## src/rtl/usb_tx_bit_encoder_if.sv

```systemverilog
// Byte-side and line-side handshake bundle of the USB transmit bit engine.
// The encoder takes the slave view; the packet layer / wire driver take the master view.
interface usb_tx_bit_encoder_if;
    logic [7:0] TxByteIn;
    logic [7:0] TxCtrlIn;
    logic       txByteWEn;
    logic       txByteRdy;
    logic [1:0] TxBitsOut;
    logic       TxOE;
    logic       txBitsWEn;
    logic       txBitsRdy;

    modport master (
        output TxByteIn, TxCtrlIn, txByteWEn, txBitsRdy,
        input  txByteRdy, TxBitsOut, TxOE, txBitsWEn
    );

    modport slave (
        input  TxByteIn, TxCtrlIn, txByteWEn, txBitsRdy,
        output txByteRdy, TxBitsOut, TxOE, txBitsWEn
    );
endinterface

```

## src/rtl/usb_tx_bit_encoder.sv

```systemverilog
// USB transmit bit engine: SYNC, LSB-first data, bit stuffing, NRZI and EOP line states.
// Resume signalling (code 3) is built only when USB_TX_RESUME_EN is defined.
module usb_tx_bit_encoder #(
`ifdef USB_TX_RESUME_EN
    parameter logic [15:0] RESUME_BITS  = 16'd1000,
`endif
    parameter int          EOP_SE0_BITS = 2
) (
    input  logic       clk,
    input  logic       rst,
    input  logic [1:0] JBit,
    input  logic [1:0] KBit,
    usb_tx_bit_encoder_if.slave bus
);
    localparam logic [7:0] CTRL_SOP     = 8'd0;
    localparam logic [7:0] CTRL_DATA    = 8'd2;
    localparam logic [7:0] CTRL_RESUME  = 8'd3;
    localparam logic [7:0] SYNC_PATTERN = 8'h80;
    localparam logic [7:0] EOP_LAST     = 8'(EOP_SE0_BITS - 1);

    typedef enum logic [2:0] {
        IDLE,
        SYNC,
        WAIT_BYTE,
        DATA,
        EOP_SE0,
        EOP_J,
`ifdef USB_TX_RESUME_EN
        RESUME_K
`else
        DROP_BYTE
`endif
    } state_t;

    state_t     state, stateNext;
    logic [7:0] shiftReg;
    logic [3:0] bitCnt;
    logic [2:0] onesCnt;
    logic [2:0] onesAfter;
    logic [7:0] eopCnt;
    logic [1:0] lastLine;
    logic [1:0] lineOut;
    logic [1:0] txBitsOutR;
    logic       txBitsWEnR;
    logic       txOER;
    logic       wenPrev;
    logic       byteRdy;
    logic       byteTake;
    logic       canIssue;
    logic       issue;
    logic       isStuff;
    logic       stuffDue;
    logic       dataBit;
`ifdef USB_TX_RESUME_EN
    logic [15:0] resumeCnt;
`endif

    // NRZI: a 0 toggles between J and K, a 1 repeats the previous line state
    function automatic logic [1:0] nrzi(input logic b, input logic [1:0] last,
                                        input logic [1:0] j, input logic [1:0] k);
        if (b)
            nrzi = last;
        else
            nrzi = (last == j) ? k : j;
    endfunction

    // Driver readiness is not trusted during a pulse or the cycle after it
    assign canIssue  = bus.txBitsRdy && !txBitsWEnR && !wenPrev;
    assign byteTake  = bus.txByteWEn && byteRdy;
    assign stuffDue  = (onesCnt == 3'd6);
    assign dataBit   = shiftReg[0];
    assign onesAfter = (isStuff || !dataBit) ? 3'd0 : onesCnt + 3'd1;

    assign bus.txByteRdy = byteRdy;
    assign bus.TxBitsOut = txBitsOutR;
    assign bus.txBitsWEn = txBitsWEnR;
    assign bus.TxOE      = txOER;

    always_ff @(posedge clk) begin
        if (rst)
            state <= IDLE;
        else
            state <= stateNext;
    end

    always_comb begin
        stateNext = state;
        case (state)
            IDLE: begin
                if (byteTake) begin
                    if (bus.TxCtrlIn == CTRL_SOP)
                        stateNext = SYNC;
`ifdef USB_TX_RESUME_EN
                    else if (bus.TxCtrlIn == CTRL_RESUME)
                        stateNext = RESUME_K;
`else
                    else if (bus.TxCtrlIn == CTRL_RESUME)
                        stateNext = DROP_BYTE;
`endif
                end
            end
            SYNC: begin
                if (issue && bitCnt == 4'd7)
                    stateNext = WAIT_BYTE;
            end
            WAIT_BYTE: begin
                if (byteTake)
                    stateNext = (bus.TxCtrlIn == CTRL_DATA) ? DATA : EOP_SE0;
            end
            DATA: begin
                // A byte ending on six ones holds here for its trailing stuff bit
                if (issue) begin
                    if (isStuff) begin
                        if (bitCnt == 4'd8)
                            stateNext = WAIT_BYTE;
                    end else if (bitCnt == 4'd7 && onesAfter != 3'd6) begin
                        stateNext = WAIT_BYTE;
                    end
                end
            end
            EOP_SE0: begin
                if (issue && !isStuff && eopCnt == EOP_LAST)
                    stateNext = EOP_J;
            end
            EOP_J: begin
                if (issue)
                    stateNext = IDLE;
            end
`ifdef USB_TX_RESUME_EN
            RESUME_K: begin
                if (issue && resumeCnt == RESUME_BITS - 16'd1)
                    stateNext = EOP_SE0;
            end
`else
            DROP_BYTE: stateNext = IDLE;
`endif
            default: stateNext = IDLE;
        endcase
    end

    always_comb begin
        byteRdy = 1'b0;
        issue   = 1'b0;
        isStuff = 1'b0;
        lineOut = 2'b00;
        case (state)
            IDLE, WAIT_BYTE: byteRdy = 1'b1;
            SYNC: begin
                issue   = canIssue;
                lineOut = nrzi(dataBit, lastLine, JBit, KBit);
            end
            DATA: begin
                issue   = canIssue;
                isStuff = stuffDue;
                lineOut = nrzi(dataBit & ~stuffDue, lastLine, JBit, KBit);
            end
            EOP_SE0: begin
                issue   = canIssue;
                isStuff = stuffDue;
                lineOut = stuffDue ? nrzi(1'b0, lastLine, JBit, KBit) : 2'b00;
            end
            EOP_J: begin
                issue   = canIssue;
                lineOut = JBit;
            end
`ifdef USB_TX_RESUME_EN
            RESUME_K: begin
                issue   = canIssue;
                lineOut = KBit;
            end
`endif
            default: ;
        endcase
    end

    always_ff @(posedge clk) begin
        if (rst) begin
            txBitsWEnR <= 1'b0;
            wenPrev    <= 1'b0;
            txOER      <= 1'b0;
            txBitsOutR <= 2'b00;
            lastLine   <= JBit;
            onesCnt    <= 3'd0;
            bitCnt     <= 4'd0;
            eopCnt     <= 8'd0;
        end else begin
            txBitsWEnR <= issue;
            wenPrev    <= txBitsWEnR;

            // TxOE rises with the first issued state and falls once back in IDLE
            if (issue) begin
                txBitsOutR <= lineOut;
                txOER      <= 1'b1;
            end else if (state == IDLE) begin
                txOER <= 1'b0;
            end

            if (issue && (state != EOP_SE0 || isStuff))
                lastLine <= lineOut;

            if (byteTake && state == IDLE) begin
                onesCnt  <= 3'd0;
                bitCnt   <= 4'd0;
                lastLine <= JBit;
            end else if (byteTake) begin
                bitCnt <= 4'd0;
            end else if (issue && (state == SYNC || state == DATA)) begin
                onesCnt <= onesAfter;
                if (!isStuff)
                    bitCnt <= bitCnt + 4'd1;
            end else if (issue && state == EOP_SE0 && isStuff) begin
                onesCnt <= 3'd0;
            end

            if (state != EOP_SE0)
                eopCnt <= 8'd0;
            else if (issue && !isStuff)
                eopCnt <= eopCnt + 8'd1;
        end
    end

`ifdef USB_TX_RESUME_EN
    always_ff @(posedge clk) begin
        if (rst || state != RESUME_K)
            resumeCnt <= 16'd0;
        else if (issue)
            resumeCnt <= resumeCnt + 16'd1;
    end
`endif

    always_ff @(posedge clk) begin
        if (byteTake)
            shiftReg <= (state == IDLE) ? SYNC_PATTERN : bus.TxByteIn;
        else if (issue && !isStuff)
            shiftReg <= {1'b0, shiftReg[7:1]};
    end
endmodule

```

## src/flat_wrapper.sv

```systemverilog
// flat-port wrapper written by rule: the top's interface ports become plain ports
module usb_tx_bit_encoder_flat 
#(

    parameter int          EOP_SE0_BITS = 2
)
  (clk, rst, JBit, KBit, bus_TxByteIn, bus_TxCtrlIn, bus_txByteWEn, bus_txBitsRdy, bus_txByteRdy, bus_TxBitsOut, bus_TxOE, bus_txBitsWEn);
  usb_tx_bit_encoder_if bus_i ();
  input  logic clk;
  input  logic rst;
  input  logic [1:0] JBit;
  input  logic [1:0] KBit;
  input wire logic [$bits(bus_i.TxByteIn)-1:0] bus_TxByteIn;
  input wire logic [$bits(bus_i.TxCtrlIn)-1:0] bus_TxCtrlIn;
  input wire logic [$bits(bus_i.txByteWEn)-1:0] bus_txByteWEn;
  input wire logic [$bits(bus_i.txBitsRdy)-1:0] bus_txBitsRdy;
  output wire logic [$bits(bus_i.txByteRdy)-1:0] bus_txByteRdy;
  output wire logic [$bits(bus_i.TxBitsOut)-1:0] bus_TxBitsOut;
  output wire logic [$bits(bus_i.TxOE)-1:0] bus_TxOE;
  output wire logic [$bits(bus_i.txBitsWEn)-1:0] bus_txBitsWEn;
  assign bus_i.TxByteIn = bus_TxByteIn;
  assign bus_i.TxCtrlIn = bus_TxCtrlIn;
  assign bus_i.txByteWEn = bus_txByteWEn;
  assign bus_i.txBitsRdy = bus_txBitsRdy;
  assign bus_txByteRdy = bus_i.txByteRdy;
  assign bus_TxBitsOut = bus_i.TxBitsOut;
  assign bus_TxOE = bus_i.TxOE;
  assign bus_txBitsWEn = bus_i.txBitsWEn;
  usb_tx_bit_encoder #(.EOP_SE0_BITS(EOP_SE0_BITS)) u_core (.clk(clk), .rst(rst), .JBit(JBit), .KBit(KBit), .bus(bus_i));
endmodule
```

## config.mk

```make
export PLATFORM = sky130hd
export DESIGN_NAME = usb_tx_bit_encoder_flat
export DESIGN_NICKNAME = d
export VERILOG_FILES = /design/src/rtl/usb_tx_bit_encoder_if.sv /design/src/rtl/usb_tx_bit_encoder.sv /design/src/flat_wrapper.sv
export SDC_FILE = /design/constraint.sdc
export NUM_CORES = 1
export LEC_CHECK = 0
export BUFFER_PORTS_ARGS = -buffer_cell sky130_fd_sc_hd__clkbuf_2
export CORE_MARGIN = 2
export CORE_UTILIZATION = 51
export CTS_CLUSTER_SIZE = 25
export DETAILED_ROUTE_END_ITERATION = 16
export PLACE_DENSITY = 0.73
export SLEW_MARGIN = 20
export SYNTH_ARGS = -nofsm -noshare
export SYNTH_HDL_FRONTEND = slang
export SYNTH_SLANG_ARGS = --single-unit
```

## constraint.sdc

```tcl
create_clock -name clk -period 1.7 [get_ports clk]
set_input_delay 0 -clock clk [delete_from_list [all_inputs] [get_ports clk]]
set_output_delay 0 -clock clk [all_outputs]
set_load 0.02 [all_outputs]
```

==> summary.md, run 1 <==
| Metric | Value |
|---|---|
| Count of input and output buffers | 28 |
| Worst EP required | 1.86 ns |
| CP max stage cell | dfxtp_2 |
| Hold buffers post-CTS | 0 |
| Antenna cells | 0 |
| Distinct cells, synth | 47 |
| Clock power frac | 27.0% |
| Status | finished clean |
| Hold WS | 0.0201 ns |
| Worst Min Path Start | bus_TxByteIn[1] |
| Largest net degree at the start of global routing | 16 |
| Slack of the worst reg-to-reg path | 0.04 ns |
| Synth top area share | 24.5% |
| Met1 Track Usage GR | between 20% and 30% |
| Adder-Cell Fraction of Synth Area | around 4.0% |
| Drt pass-1 iters | 4 |
| Type of the most critical hold path | input pin to register |
| DP HPWL | 2980 µm |
| Commonest cells after routing, fill and taps aside | clkbuf_2, nor2_1, nand2_1, buf_4, dfxtp_1 |
| Syn_nets | between 200 and 250 |
| Worst Path Arrival | 1.82 ns |
| Worst hold stages | 3 |
| Final setup margin | 0.0352 ns |
| Crit-path max FO | 11 |
| Clk buf depth | 2 |
| Fin crit share | 97.9% |
| Mapped Cells | 213 |
| Largest family of logic cells by synthesized area | simple AND/OR/NAND/NOR gates |
| Peak supply drop | about 0.63 mV |
| Ys flop type | dfxtp_1 |
| CP endpoint kind | register |
| Post-synth EDFFs | 10 |
| GR Util met3 | 5.03% |
| Critical R2R Capture | u_core.state[0] |
| Final setup vio count | 0 |
| Initial Util | roughly 52% |
| WL/cell | 13.0 µm |
| Vias | approximately 1,700 |
| Hold Vio Cnt, Final | 0 |
| Max Fclk | about 600 MHz |
| FILL cells | 319 |
| Cell Rows | 22 |
| Synth Cell Area | 0.00188 mm² |
| Via density | about 5.4 |
| Placed Area | roughly 0.0022 mm² |
| Tmin final | between 1.5 and 2 ns |
| GR Overflow Total | 0 |
| Worst setup SP type | register |
| Hold path endpoint | u_core.shiftReg[1] |
| Reg clk slew, reported paths | 0.07 ns |
| Routed Antenna Nets | 0 |
| Setup Skew | between 0.006 and 0.007 ns |
| CTS Root Buffer Type | clkbuf_8 |
| Final net count | between 200 and 300 |
| R2R Path Start | u_core.state[1] |
| FF/Latch Area | 768 µm² |
| Crit path kind | register to register |
| Sw Pwr | between 0.0008 and 0.0009 W |
| Post-synthesis mux area share | 3.34% |
| All-Layer GR Usage | 20.3% |
| TritonCTS clock tree | yes |
| Layout cells sized above 1 | 32.2% |
| Initial antenna violation count | 0 |
| Worst slew pin tran | 0.412 ns |
| Max_slew headroom | 72.2% |
| Final instance area | 0.00240 mm² |
| Postcts setup bufs | 0 |
| #FFs+latches synth | 33 |
| RSZ-0062 raised after global routing | true |
| Post-Route WL | 4020 µm |
| Most common cell after layout, fill and taps aside | clkbuf_2 |
| Ys Warns | 0 |
| Power per cell area | 1090 mW/mm² |
| Core Footprint | 0.00361 mm² |
| Seq/Total Area, Yosys | 40.6% |
| # clock sinks | 33 |
| R2R cell count | 6 |
| Remaining DRCs | 0 |
| Routability congestion estimate | 0.792 |
| Comb power frac | 32.7% |
| Area of the multi-input gates | 0.00111 mm² |
| Vias in the first global route | 1,501 |
| CP peak stage delay | around 0.43 ns |
| Post-Syn Area per Cell | roughly 8.8 µm² |
| Crit-path cells | buf_4, nor3b_1, o2bb2ai_1, a211o_1, a311o_1, mux2i_1 |
| Fin. max-slew vios | 0 |
| Num CTS Buffers | 5 |
| Synth area leader | dfxtp_1 |
| Switching Fraction | about a third |
| Internal Power | 0.00179 W |
| Total of max-cap violations | 0 |
| First-pass GRT wire length | 6530 µm |
| Post-synthesis simple-gate area fraction | 26.4% |
| Global routing usage on met2 | about 37% |
| Area grow syn2layout | 27.8% |
| IO Pins | 29 |
| Largest cells by area after synthesis | dfxtp_1, edfxtp_1, nand2_1, nor2_1, xor2_1 |
| Initial DRC count | 71 |
| Flop pwr share | 40.3% |
| # H-tree levels | 2 |
| Place WS | -0.0454 ns |
| Fraction of registers with async set/reset | 0% |
| Die H | about 65 µm |
| Area of the die | approximately 0.0042 mm² |
| Compound-cell area share of the yosys netlist | 14.9% |
| XOR/XNOR Fraction of Synth Area | 6.07% |
| GR peak layer | met2 |
| Worst-Skew Late Latency | 0.28 ns |
| Die span in x | 64.6 µm |
| P_leak | between 0.9 and 1 nW |
cell type report:
cell class / instances / share of cell area (%)
Multi-Input combinational cell: 161 / 46.3
Inverter: 10 / 1.72
Clock buffer: 6 / 3.03
Timing Repair Buffer: 49 / 13.0
Sequential cell: 33 / 32.1
Clock inverter: 2 / 1.41
Tap cell: 48 / 2.51
what timing repair did:
action / CTS / global route
gates cloned: 0 / 0
setup endpoints to repair: 4 / 17
pin swaps: 3 / 4
gates resized for setup: 7 / 19
cell usage after synthesis (all sizes together) (2+ instances only):
cell    count
and2        3
a31oi       2
nand3      11
o21bai      4
ha          6
and3        3
nand4       5
nor3        8
edfxtp     10
mux2        2
nor2b       4
inv        10
or3b        2
nand2      24
a32oi       2
mux2i       4
dfxtp      23
o21a        4
xnor2       4
a311oi      2
nand2b      2
o21ai       9
nor2       23
nor3b       3
a21oi       9
xor2        9
or2         2
buf         4
clkbuf      5
worst max-delay path by stage:
stage / from / endpoint / slack [ns] / depth (start not counted)
after floorplan: u_core.bus.txBitsWEn / u_core.state[0] / 0.0007 / 6
after global placement: u_core.onesCnt[0] / u_core.state[0] / -0.01 / 7
after detailed placement: u_core.onesCnt[0] / u_core.state[0] / -0.05 / 7
after CTS: u_core.onesCnt[0] / u_core.lastLine[1] / 0.009 / 7
after global routing: u_core.onesCnt[0] / u_core.state[2] / -0.03 / 6
final: u_core.state[1] / u_core.state[0] / 0.04 / 6
worst max-delay path, delay by kind of cell (launching register included):
| kind | cells | cell delay, ns |
|---|---|---|
| mux | 1 | 0.13 |
| buf+inv | 1 | 0.21 |
| compound gates | 3 | 0.72 |
| flops | 1 | 0.43 |
| simple gates | 1 | 0.06 |
cell families (layout without fill, tap and decap cells):
logic type | count (synthesis) | after routing
flops | 33 | 33
compound gates | 41 | 41
mux | 6 | 6
xor+xnor | 13 | 13
buf+inv | 19 | 67
fa+ha+maj | 6 | 6
simple gates | 95 | 95
per-layer routing:
layer,up-vias,part of all wire [%]
met4,0,1.0
li1,849,-
met5,-,0
met1,796,44
met2,30,52
met3,6,3.7
power groups by stage:
stage                     combinational [W]  sequential [W]  clock [W]
after floorplan                    0.000541         0.00105          0
after global placement             0.000821         0.00105          0
after detailed placement           0.000835         0.00106          0
after CTS                          0.000849         0.00104   0.000723
after global routing               0.000932         0.00107   0.000756
final                              0.000857         0.00106   0.000708
sequential cells by signal, indices dropped and copies added, names as in the netlist:
name and flops:
u_core.eopCnt 8, u_core.shiftReg 8, u_core.bitCnt 4, u_core.onesCnt 3, u_core.state 3, u_core.bus.TxBitsOut 2
u_core.lastLine 2, u_core.bus.TxOE 1, u_core.bus.txBitsWEn 1, u_core.wenPrev 1
metrics by stage:
step | util [%] | setup TNS (ns) | cells | total power, W
after floorplan | - | 0 | 213 | 0.00160
final | 66.4 | 0 | 309 | 0.00262
after global routing | 66.4 | -0.124 | 309 | 0.00276
after CTS | 64.7 | 0 | 309 | 0.00262
after global placement | 61.4 | -0.0143 | 301 | 0.00187
after detailed placement | 61.4 | -0.0805 | 301 | 0.00189
(Power assumes the default switching activity.)
==> run 2: changes to the inputs <==
--- a/config.mk
+++ b/config.mk
@@ -11,6 +11,7 @@
 export CTS_CLUSTER_SIZE = 25
 export DETAILED_ROUTE_END_ITERATION = 16
 export PLACE_DENSITY = 0.73
+export SETUP_SLACK_MARGIN = 0.1
 export SLEW_MARGIN = 20
 export SYNTH_ARGS = -nofsm -noshare
 export SYNTH_HDL_FRONTEND = slang
==> run 2 against run 1 <==
- worst hold slack worse by 0.0098 ns
- core utilization up 1.0 points
- global-route usage up 1.5 points
- clock skew up 0.0013 ns
- critical path depth unchanged
- highest routed layer unchanged
- register-to-register slack worse by 0.06 ns
- wire length up 4.4%
- first-iteration DRC count up 34%
- the flow now finishes with violations (setup timing)
- clock power down 20%
==> summary.md, run 2 (synthesis gave the netlist of run 1 again) <==
| Metric | Value |
|---|---|
| Worst-Skew Late Latency | 0.29 ns (about the same) |
| P_leak | 1.01 nW (+1.4%) |
| Setup Skew | 0.00770 ns (+0.00127 ns) |
| Max Fclk | 578 MHz (-3.7%) |
| Commonest cells after routing, fill and taps aside | clkbuf_2, buf_4, nor2_1, nand2_1, dfxtp_1 |
| Clock power frac | 22.8% (-4.2 points) |
| Worst slew pin tran | 0.381 ns (-0.0309 ns) |
| All-Layer GR Usage | 21.8% (+1.5 points) |
| Type of the most critical hold path | input pin to register |
| Comb power frac | 34.9% (+2.2 points) |
| Total of max-cap violations | 0 (unchanged) |
| Fin crit share | 102% (+3.8 points) |
| IO Pins | 29 (unchanged) |
| First-pass GRT wire length | 7000 µm (+7.3%) |
| CP endpoint kind | register |
| Crit-path cells | buf_4, nor3b_1, o2bb2ai_1, a211o_1, a311o_1, mux2i_1 |
| RSZ-0062 raised after global routing | true |
| Flop pwr share | 42.3% (+2.0 points) |
| Peak supply drop | 0.847 mV (+35%) |
| DP HPWL | 2970 µm (-0.16%) |
| FF/Latch Area | 776 µm² (+0.98%) |
| Clk buf depth | 2 (unchanged) |
| Tmin final | 1.73 ns (+0.0640 ns) |
| TritonCTS clock tree | yes |
| CP peak stage delay | 0.52 ns (+0.09 ns) |
| Max_slew headroom | 74.5% (+2.4 points) |
| Hold buffers post-CTS | 0 (unchanged) |
| # H-tree levels | 2 (unchanged) |
| Die span in x | 64.6 µm (unchanged) |
| Drt pass-1 iters | 4 (unchanged) |
| Switching Fraction | 33.7% (+1.9 points) |
| Via density | 5.47 (+0.52%) |
| Worst setup SP type | register |
| Power per cell area | 1020 mW/mm² (-6.4%) |
| Reg clk slew, reported paths | 0.07 ns (about the same) |
| Crit path kind | register to register |
| WL/cell | 13.4 µm (+2.8%) |
| Remaining DRCs | 0 (unchanged) |
| Failing checks | setup timing |
| Worst Path Arrival | 1.89 ns (+0.07 ns) |
| Initial DRC count | 95 (+34%) |
| Routability congestion estimate | 0.810 (+2.2%) |
| Die H | 64.6 µm (unchanged) |
| Fin. max-slew vios | 0 (unchanged) |
| # clock sinks | 33 (unchanged) |
| Largest net degree at the start of global routing | 16 (unchanged) |
| Initial Util | 52.0% (unchanged) |
| Antenna cells | 0 (unchanged) |
| Internal Power | 0.00165 W (-7.6%) |
| Core Footprint | 0.00361 mm² (unchanged) |
| R2R Path Start | u_core.state[1] |
| Count of input and output buffers | 28 (unchanged) |
| Initial antenna violation count | 0 (unchanged) |
| Hold Vio Cnt, Final | 0 (unchanged) |
| Post-Route WL | 4200 µm (+4.4%) |
| Area of the multi-input gates | 0.00114 mm² (+2.5%) |
| Routed Antenna Nets | 0 (unchanged) |
| CP max stage cell | dfxtp_1 |
| Area of the die | 0.00418 mm² (unchanged) |
| Most common cell after layout, fill and taps aside | clkbuf_2 |
| Sw Pwr | 0.000841 W (+0.79%) |
| Worst Min Path Start | bus_TxByteIn[6] |
| Hold WS | 0.0103 ns (-0.00984 ns) |
| GR Overflow Total | 0 (unchanged) |
| Area grow syn2layout | 29.7% |
| CTS Root Buffer Type | clkbuf_8 |
| Vias | 1,717 (+2.1%) |
| Layout cells sized above 1 | 36.5% (+4.3 points) |
| Num CTS Buffers | 5 (unchanged) |
| Crit-path max FO | 7 (-4) |
| Total Power | 0.00249 W (-5.0%) |
| Final net count | 295 (+1.7%) |
| Vias in the first global route | 1,576 (+5.0%) |
| Worst EP required | 1.86 ns (about the same) |
| FILL cells | 296 (-7.2%) |
| Final setup vio count | 2 (+2) |
| Status | finished, violations left |
| Cell Rows | 22 (unchanged) |
| Biggest regs | u_core.eopCnt (8), u_core.shiftReg (8), u_core.bitCnt (4) |
| Worst Setup SP | u_core.state[1] |
| Final setup margin | -0.0288 ns (-0.0640 ns) |
-- run 2: power groups by stage --
stage	combinational (W)	clock, W	sequential (W)
finish	0.000870	0.000569	0.00105
global route	0.000960	0.000615	0.00107
CTS	0.000847	0.000577	0.00105
detailed placement	0.000819	0	0.00107
global placement	0.000803	0	0.00107
floorplan	0.000559	0	0.00106
-- run 2: area by class of cell --
class,count,share of cell area (%)
multi-input combinational,161,46.8
sequential,33,31.9
timing repair buffer,54,13.8
clock buffer,8,3.29
tap,48,2.47
inverter,10,1.80
-- run 2: critical path, delay by kind of cell, from the launching register on --
kind | cells | cell delay (ns)
AOI/OAI and AO/OA | 3 | 0.70
muxes | 1 | 0.13
buffers and inverters | 1 | 0.20
DFF | 1 | 0.52
and+or+nand+nor | 1 | 0.05
-- run 2: final timing paths --
path	to	slack, ns	cells after the start
hold reg to reg	u_core.bus.TxOE	0.49	2
setup reg to reg	u_core.state[0]	-0.03	6
hold / removal	u_core.shiftReg[6]	0.01	3
setup / recovery	u_core.state[0]	-0.03	6
-- run 2: per-stage QoR --
step	TNS [ns]	utilization, %	instances	cell area [µm²]	setup slack (ns)
2_1_floorplan	0	-	213	1930	0.0373
3_3_place_gp	-0.00295	61.6	300	2220	-0.00295
3_5_place_dp	-0.0375	61.6	300	2220	-0.0142
4_1_cts	-0.0704	65.6	310	2370	-0.0369
5_1_grt	-0.270	67.5	314	2430	-0.0885
6_report	-0.0530	67.5	314	2430	-0.0288
-- run 2: metal layers --
metal	GRT usage (%)	part of all wire (%)	up-vias
li1	-	-	861
met1	28.7	46	799
met2	35.7	48	51
met3	4.69	5.4	6
met4	7.18	1.3	0
met5	0	0	-
-- run 2: repair_timing --
action / 4_1_cts / 5_1_grt
pin swaps: 4 / 8
hold endpoints to repair: 0 / 0
buffers inserted: 2 / 4
setup endpoints to repair: 27 / 18
gates cloned: 0 / 0
gates resized for setup: 20 / 11
